[src/rtl/fetch_stage_pkg.sv]
// rtl/fetch_stage_pkg.sv - shared instruction-format constants and fetch-state encoding
package fetch_stage_pkg;

  localparam int INSTR_LEN   = 32;
  localparam int OP_CODE_LEN = 6;

  typedef enum logic [1:0] {
    FETCH   = 2'd0,
    STALLED = 2'd1,
    DISCARD = 2'd2
  } fetch_state_t;

endpackage

[src/rtl/if_id_reg.sv]
// rtl/if_id_reg.sv - IF/ID pipeline register with hold and flush
module if_id_reg #(
  parameter int PC_LEN    = 16,
  parameter int INSTR_LEN = 32
) (
  input  logic                 clk,
  input  logic                 rst,
  input  logic                 load,
  input  logic                 flush,
  input  logic [INSTR_LEN-1:0] instr_in,
  input  logic [PC_LEN-1:0]    pc_in,
  output logic [INSTR_LEN-1:0] instr_out,
  output logic [PC_LEN-1:0]    pc_out,
  output logic                 valid_out
);

  // Flush only kills the valid bit; stale contents are masked downstream.
  always_ff @(posedge clk) begin
    if (rst) begin
      instr_out <= '0;
      pc_out    <= '0;
      valid_out <= 1'b0;
    end else if (flush) begin
      valid_out <= 1'b0;
    end else if (load) begin
      instr_out <= instr_in;
      pc_out    <= pc_in;
      valid_out <= 1'b1;
    end
  end

endmodule

[src/rtl/fetch_stage.sv]
// rtl/fetch_stage.sv - instruction fetch FSM, PC, one-entry stall buffer and IF/ID register
module fetch_stage
  import fetch_stage_pkg::*;
#(
  parameter int                PC_LEN    = 16,
  parameter logic [PC_LEN-1:0] RESET_PC  = '0,
  parameter int                INSTR_LEN = fetch_stage_pkg::INSTR_LEN
) (
  input  logic                   clk,
  input  logic                   rst,
  input  logic                   freeze,
  input  logic                   branch_taken,
  input  logic [PC_LEN-1:0]      branch_addr,
  output logic                   imem_req,
  output logic [PC_LEN-1:0]      imem_addr,
  input  logic                   imem_ready,
  input  logic [INSTR_LEN-1:0]   imem_rdata,
  output logic [INSTR_LEN-1:0]   instr_out,
  output logic [PC_LEN-1:0]      pc_out,
  output logic                   valid_out,
  output logic [OP_CODE_LEN-1:0] opCode
);

  fetch_state_t          state, state_n;
  logic [PC_LEN-1:0]     pc, pc_n, pc_inc;
  logic [INSTR_LEN-1:0]  buf_instr, buf_instr_n;
  logic [PC_LEN-1:0]     buf_pc, buf_pc_n;
  logic [PC_LEN-1:0]     redirect, redirect_n;
  logic                  ifid_load, ifid_flush;
  logic [INSTR_LEN-1:0]  ifid_instr;
  logic [PC_LEN-1:0]     ifid_pc;

  assign pc_inc    = pc + 1'b1;
  assign imem_addr = pc;
  assign imem_req  = !rst && (state != STALLED);
  assign opCode    = valid_out ? instr_out[INSTR_LEN-1 -: OP_CODE_LEN] : '0;

  always_ff @(posedge clk) begin
    if (rst) begin
      state     <= FETCH;
      pc        <= RESET_PC;
      buf_instr <= '0;
      buf_pc    <= '0;
      redirect  <= '0;
    end else begin
      state     <= state_n;
      pc        <= pc_n;
      buf_instr <= buf_instr_n;
      buf_pc    <= buf_pc_n;
      redirect  <= redirect_n;
    end
  end

  always_comb begin
    state_n     = state;
    pc_n        = pc;
    buf_instr_n = buf_instr;
    buf_pc_n    = buf_pc;
    redirect_n  = redirect;
    ifid_load   = 1'b0;
    ifid_flush  = 1'b0;
    ifid_instr  = imem_rdata;
    ifid_pc     = pc_inc;
    case (state)
      FETCH: begin
        if (branch_taken) begin
          ifid_flush = 1'b1;
          if (imem_ready) begin
            pc_n = branch_addr;
          end else begin
            redirect_n = branch_addr;
            state_n    = DISCARD;
          end
        end else if (imem_ready) begin
          pc_n = pc_inc;
          if (freeze) begin
            buf_instr_n = imem_rdata;
            buf_pc_n    = pc_inc;
            state_n     = STALLED;
          end else begin
            ifid_load = 1'b1;
          end
        end else if (!freeze) begin
          ifid_flush = 1'b1;
        end
      end
      STALLED: begin
        // PC already points past the buffered word, so release needs no PC update.
        if (branch_taken) begin
          ifid_flush = 1'b1;
          pc_n       = branch_addr;
          state_n    = FETCH;
        end else if (!freeze) begin
          ifid_load  = 1'b1;
          ifid_instr = buf_instr;
          ifid_pc    = buf_pc;
          state_n    = FETCH;
        end
      end
      DISCARD: begin
        ifid_flush = 1'b1;
        if (branch_taken) redirect_n = branch_addr;
        if (imem_ready) begin
          pc_n    = branch_taken ? branch_addr : redirect;
          state_n = FETCH;
        end
      end
      default: state_n = FETCH;
    endcase
  end

  if_id_reg #(
    .PC_LEN    (PC_LEN),
    .INSTR_LEN (INSTR_LEN)
  ) u_if_id (
    .clk       (clk),
    .rst       (rst),
    .load      (ifid_load),
    .flush     (ifid_flush),
    .instr_in  (ifid_instr),
    .pc_in     (ifid_pc),
    .instr_out (instr_out),
    .pc_out    (pc_out),
    .valid_out (valid_out)
  );

endmodule

[config.mk]
export PLATFORM = sky130hd
export DESIGN_NAME = fetch_stage
export DESIGN_NICKNAME = d
export VERILOG_FILES = /design/src/rtl/fetch_stage_pkg.sv /design/src/rtl/if_id_reg.sv /design/src/rtl/fetch_stage.sv
export SDC_FILE = /design/constraint.sdc
export NUM_CORES = 1
export LEC_CHECK = 0
export BUFFER_PORTS_ARGS = -buffer_cell sky130_fd_sc_hd__buf_2
export CAP_MARGIN = 20
export CELL_PAD_IN_SITES_DETAIL_PLACEMENT = 0
export CELL_PAD_IN_SITES_GLOBAL_PLACEMENT = 1
export CORE_UTILIZATION = 28
export DETAILED_ROUTE_END_ITERATION = 16
export PLACE_DENSITY_LB_ADDON = 0.1
export SLEW_MARGIN = 30
export SYNTH_ARGS = -nofsm -noshare
export SYNTH_HDL_FRONTEND = slang
export SYNTH_SLANG_ARGS = --single-unit
[constraint.sdc]
create_clock -name clk -period 2.1 [get_ports clk]
set_input_delay 0 -clock clk [delete_from_list [all_inputs] [get_ports clk]]
set_output_delay 0 -clock clk [all_outputs]
set_load 0.005 [all_outputs]
==> metrics.yaml <==
floorplanning:
  core-area_um2: 22700
  die_h_um: 154
  start_util: 0.286
  pin_count: 125
  die_w_um: 154
  fp-row-count: 55
  die_area_um2: 23800
power:
  internal_power_mw: 5.27
  power_frac_comb: 0.242
  p_clk_frac: 0.384
  peakVddDrop_mv: 0.486
  cellPowerDensity_nw_per_um2: 858
  switching_share: 0.313
  total_power_mw: 7.68
  seq_power_share: 0.374
  leakage_nw: 3.45
  p_sw_mw: 2.40
setup_path:
  crit_required_ns: 2.39
  crit_path_end_kind: "flip-flop"
  r2r_start: "state[1]"
  crit_path_start_kind: "flip-flop"
  critical_path_class: "flip-flop to flip-flop"
  cp.arrival_ns: 2.28
  crit_fanout: 26
  worstSetupStartpoint: "state[1]"
route:
  wl_per_cell_um: 17.3
  vias_per_cell: 5.10
  dr.first_iter.drc_count: 341
  final_antenna_net_count: 0
  drc: 0
  routed_wl_um: 21500
  dr.pass1.iters: 5
  num_vias: 6338
cells_and_area:
  drive_above_1_share: 0.308
  fin_nets: 1003
  area_delta_synth_final_pct: 37.6
  postLayoutCoreUtil: 0.394
  n_antenna_cell: 0
  fillCellCount: 2341
synthesis:
  syn_avg_cell_area_um2: 8.47
  synthXorXnorAreaFrac: 0.0148
  async_flop_share: 0
  synth-seq-cells: 131
  synth_cells: 768
  synthSimpleGateAreaFrac: 0.200
  synth_compound_area_frac: 0.278
  syn_nets: 826
  synth_cell_types: 63
  ys_warn_count: 0
  synth-adder-area-share: 0.00962
  netlist_area_um2: 6500
  synth_top_family_by_area: "compound AO/OA/AOI/OAI gates"
  synth-edff-count: 0
  synthFlopType: "dfxtp_1"
  seq_area_frac_synth: 0.403
  synth.mux.area_fraction: 0.0342
global_routing:
  gr-usage-all-layers: 0.182
  grt_first_pass_wirelength_um: 33800
  grt_antenna_before_repair: 0
  grt_max_degree: 41
  grt_pass1_vias: 5948
  grt_remaining_overflow: 0
sta:
  grt_setup_unrepaired: "false"
  finalCritPeriodShare: 0.948
  finalClockSkew_ns: 0.0120
  slew_headroom: 0.638
  max_freq_ghz: 0.502
  setup_viol: 0
  drv_slew: 0
  hold_viol: 0
  period_needed_ns: 1.99
  worst_pin_slew_ns: 0.539
status:
  status: "complete, no violations"
placed_design:
  port_buffers: 124
  gp_congestion: 0.771
  dp_hpwl_um: 14500
clock_network:
  h-tree-depth: 4
  path_clk_slew_ns: 0.06
  cts_tree: "built"
  clock_sinks: 131
  cts-root-buf: "clkbuf_16"
  cts_buffers: 17
  insertion_delay_ns: 0.43
  cts_max_path_buffers: 2
flow_run:
  cap_violations: 0
min_path:
  holdCritPathClass: "input pin to flip-flop"
  holdCritStartpoint: "branch_taken"
==> metal layers <==
metal | global-route usage | vias up | routed length [um]
li1 | - | 3145 | -
met5 | 0 | - | 0
met3 | 0.0297 | 22 | 785
met4 | 0.0646 | 0 | 281
met1 | 0.251 | 3022 | 10400
met2 | 0.286 | 149 | 10000
==> sequential cells by signal (all words and copies together) (netlist names) <==
register / flops
redirect: 16
u_if_id.instr_out: 32
buf_pc: 16
u_if_id.valid_out: 1
buf_instr: 32
u_if_id.pc_out: 16
imem_addr: 16
state: 2
==> critical path: stages, from the launching register on <==
cell and delay (ns):
dfxtp_2 0.34, inv_1 0.11, ha_4 0.16, or3b_4 0.41
a211o_4 0.39, buf_12 0.18, a21oi_1 0.20, a311oi_2 0.06
==> cells in the mapped netlist, types with 9 or more instances <==
| master | n | share of area |
|---|---|---|
| mux2i_1 | 20 | 0.031 |
| nand2_1 | 152 | 0.088 |
| o21ai_0 | 24 | 0.018 |
| xnor2_1 | 11 | 0.015 |
| dfxtp_1 | 131 | 0.40 |
| inv_1 | 12 | 0.0069 |
| a311oi_2 | 28 | 0.065 |
| buf_2 | 25 | 0.019 |
| a21oi_1 | 100 | 0.077 |
| nor3_1 | 18 | 0.014 |
| clkbuf_1 | 35 | 0.020 |
| a221oi_1 | 9 | 0.012 |
| nor2_1 | 44 | 0.025 |
| and3_1 | 10 | 0.0096 |
==> area by class of cell <==
| type | instances | area (um2) | area share |
|---|---|---|---|
| multi-input cells | 554 | 3640 | 0.407 |
| inverters | 12 | 48.8 | 0.00545 |
| repair buffers | 229 | 1700 | 0.189 |
| clock inverters | 12 | 133 | 0.0148 |
| flip-flops and latches | 131 | 2620 | 0.293 |
| clock buffers | 20 | 447 | 0.0499 |
| well taps | 285 | 357 | 0.0399 |
==> power groups by stage <==
stage               clock [mW]  combinational [mW]  sequential (mW)
floorplan                    0               0.994             2.89
global placement             0                1.67             2.91
detailed placement           0                1.68             2.92
CTS                       3.03                1.77             2.86
global route              3.14                2.04             2.90
finish                    2.95                1.86             2.87
==> repair_timing <==
item | 4_1_cts | 5_1_grt
setup buffers | 0 | 3
pin swaps | 0 | 4
gates resized for setup | 4 | 33
endpoints found under the hold margin | 85 | 0
setup endpoints to repair | 29 | 98
cloned | 0 | 1
hold buffers | 49 | 0
==> final timing paths <==
path,cells past startpoint,endpoint,slack (ns)
setup / recovery,7,u_if_id.instr_out[19],0.11
setup reg to reg,7,u_if_id.instr_out[19],0.11
hold / removal,3,state[1],0.06
hold reg to reg,2,buf_instr[6],0.45
==> cells in the final DEF (no fill, tap or decap), types with 5 or more instances in the layout <==
master         synthesis  final
nand2_1              152    151
dfxtp_1              131    130
buf_2                 25    123
a21oi_1              100     93
dlygate4sd3_1          0     49
nor2_1                44     44
buf_4                  2     42
a311oi_2              28     28
o21ai_0               24     24
mux2i_1               20     20
clkbuf_16              0     18
nor3_1                18     15
inv_1                 12     11
xnor2_1               11     11
and3_1                10     10
buf_12                 0     10
nand3_2                8      9
a21oi_2                1      8
a311oi_1               8      8
o221ai_1               8      8
a211oi_1               7      7
nor4_1                 7      7
o2111ai_1              7      7
and2_1                 6      6
nand3_1                7      6
nand4_1                6      6
a221oi_1               9      5
==> logic make-up after synthesis <==
kind of cell | after synthesis
DFF | 131
muxes | 22
adders and majority gates | 5
xor gates and xnor gates | 11
and+or+nand+nor | 280
AOI/OAI and AO/OA | 236
buffers and inverters | 83
==> through the flow <==
stage	TNS [ns]	instance area (um2)	worst slack [ns]	hold slack (ns)	instances
after floorplan	0	6500	0.191	0.136	768
after global placement	-0.0259	7660	-0.0259	0.254	1158
after detailed placement	-0.496	7660	-0.0470	0.260	1158
after CTS	0	8750	0.00907	0.0517	1239
after global routing	0	8950	0.0193	0.0834	1243
final	0	8950	0.109	0.0568	1243
Power figures use the tool's default switching activity.
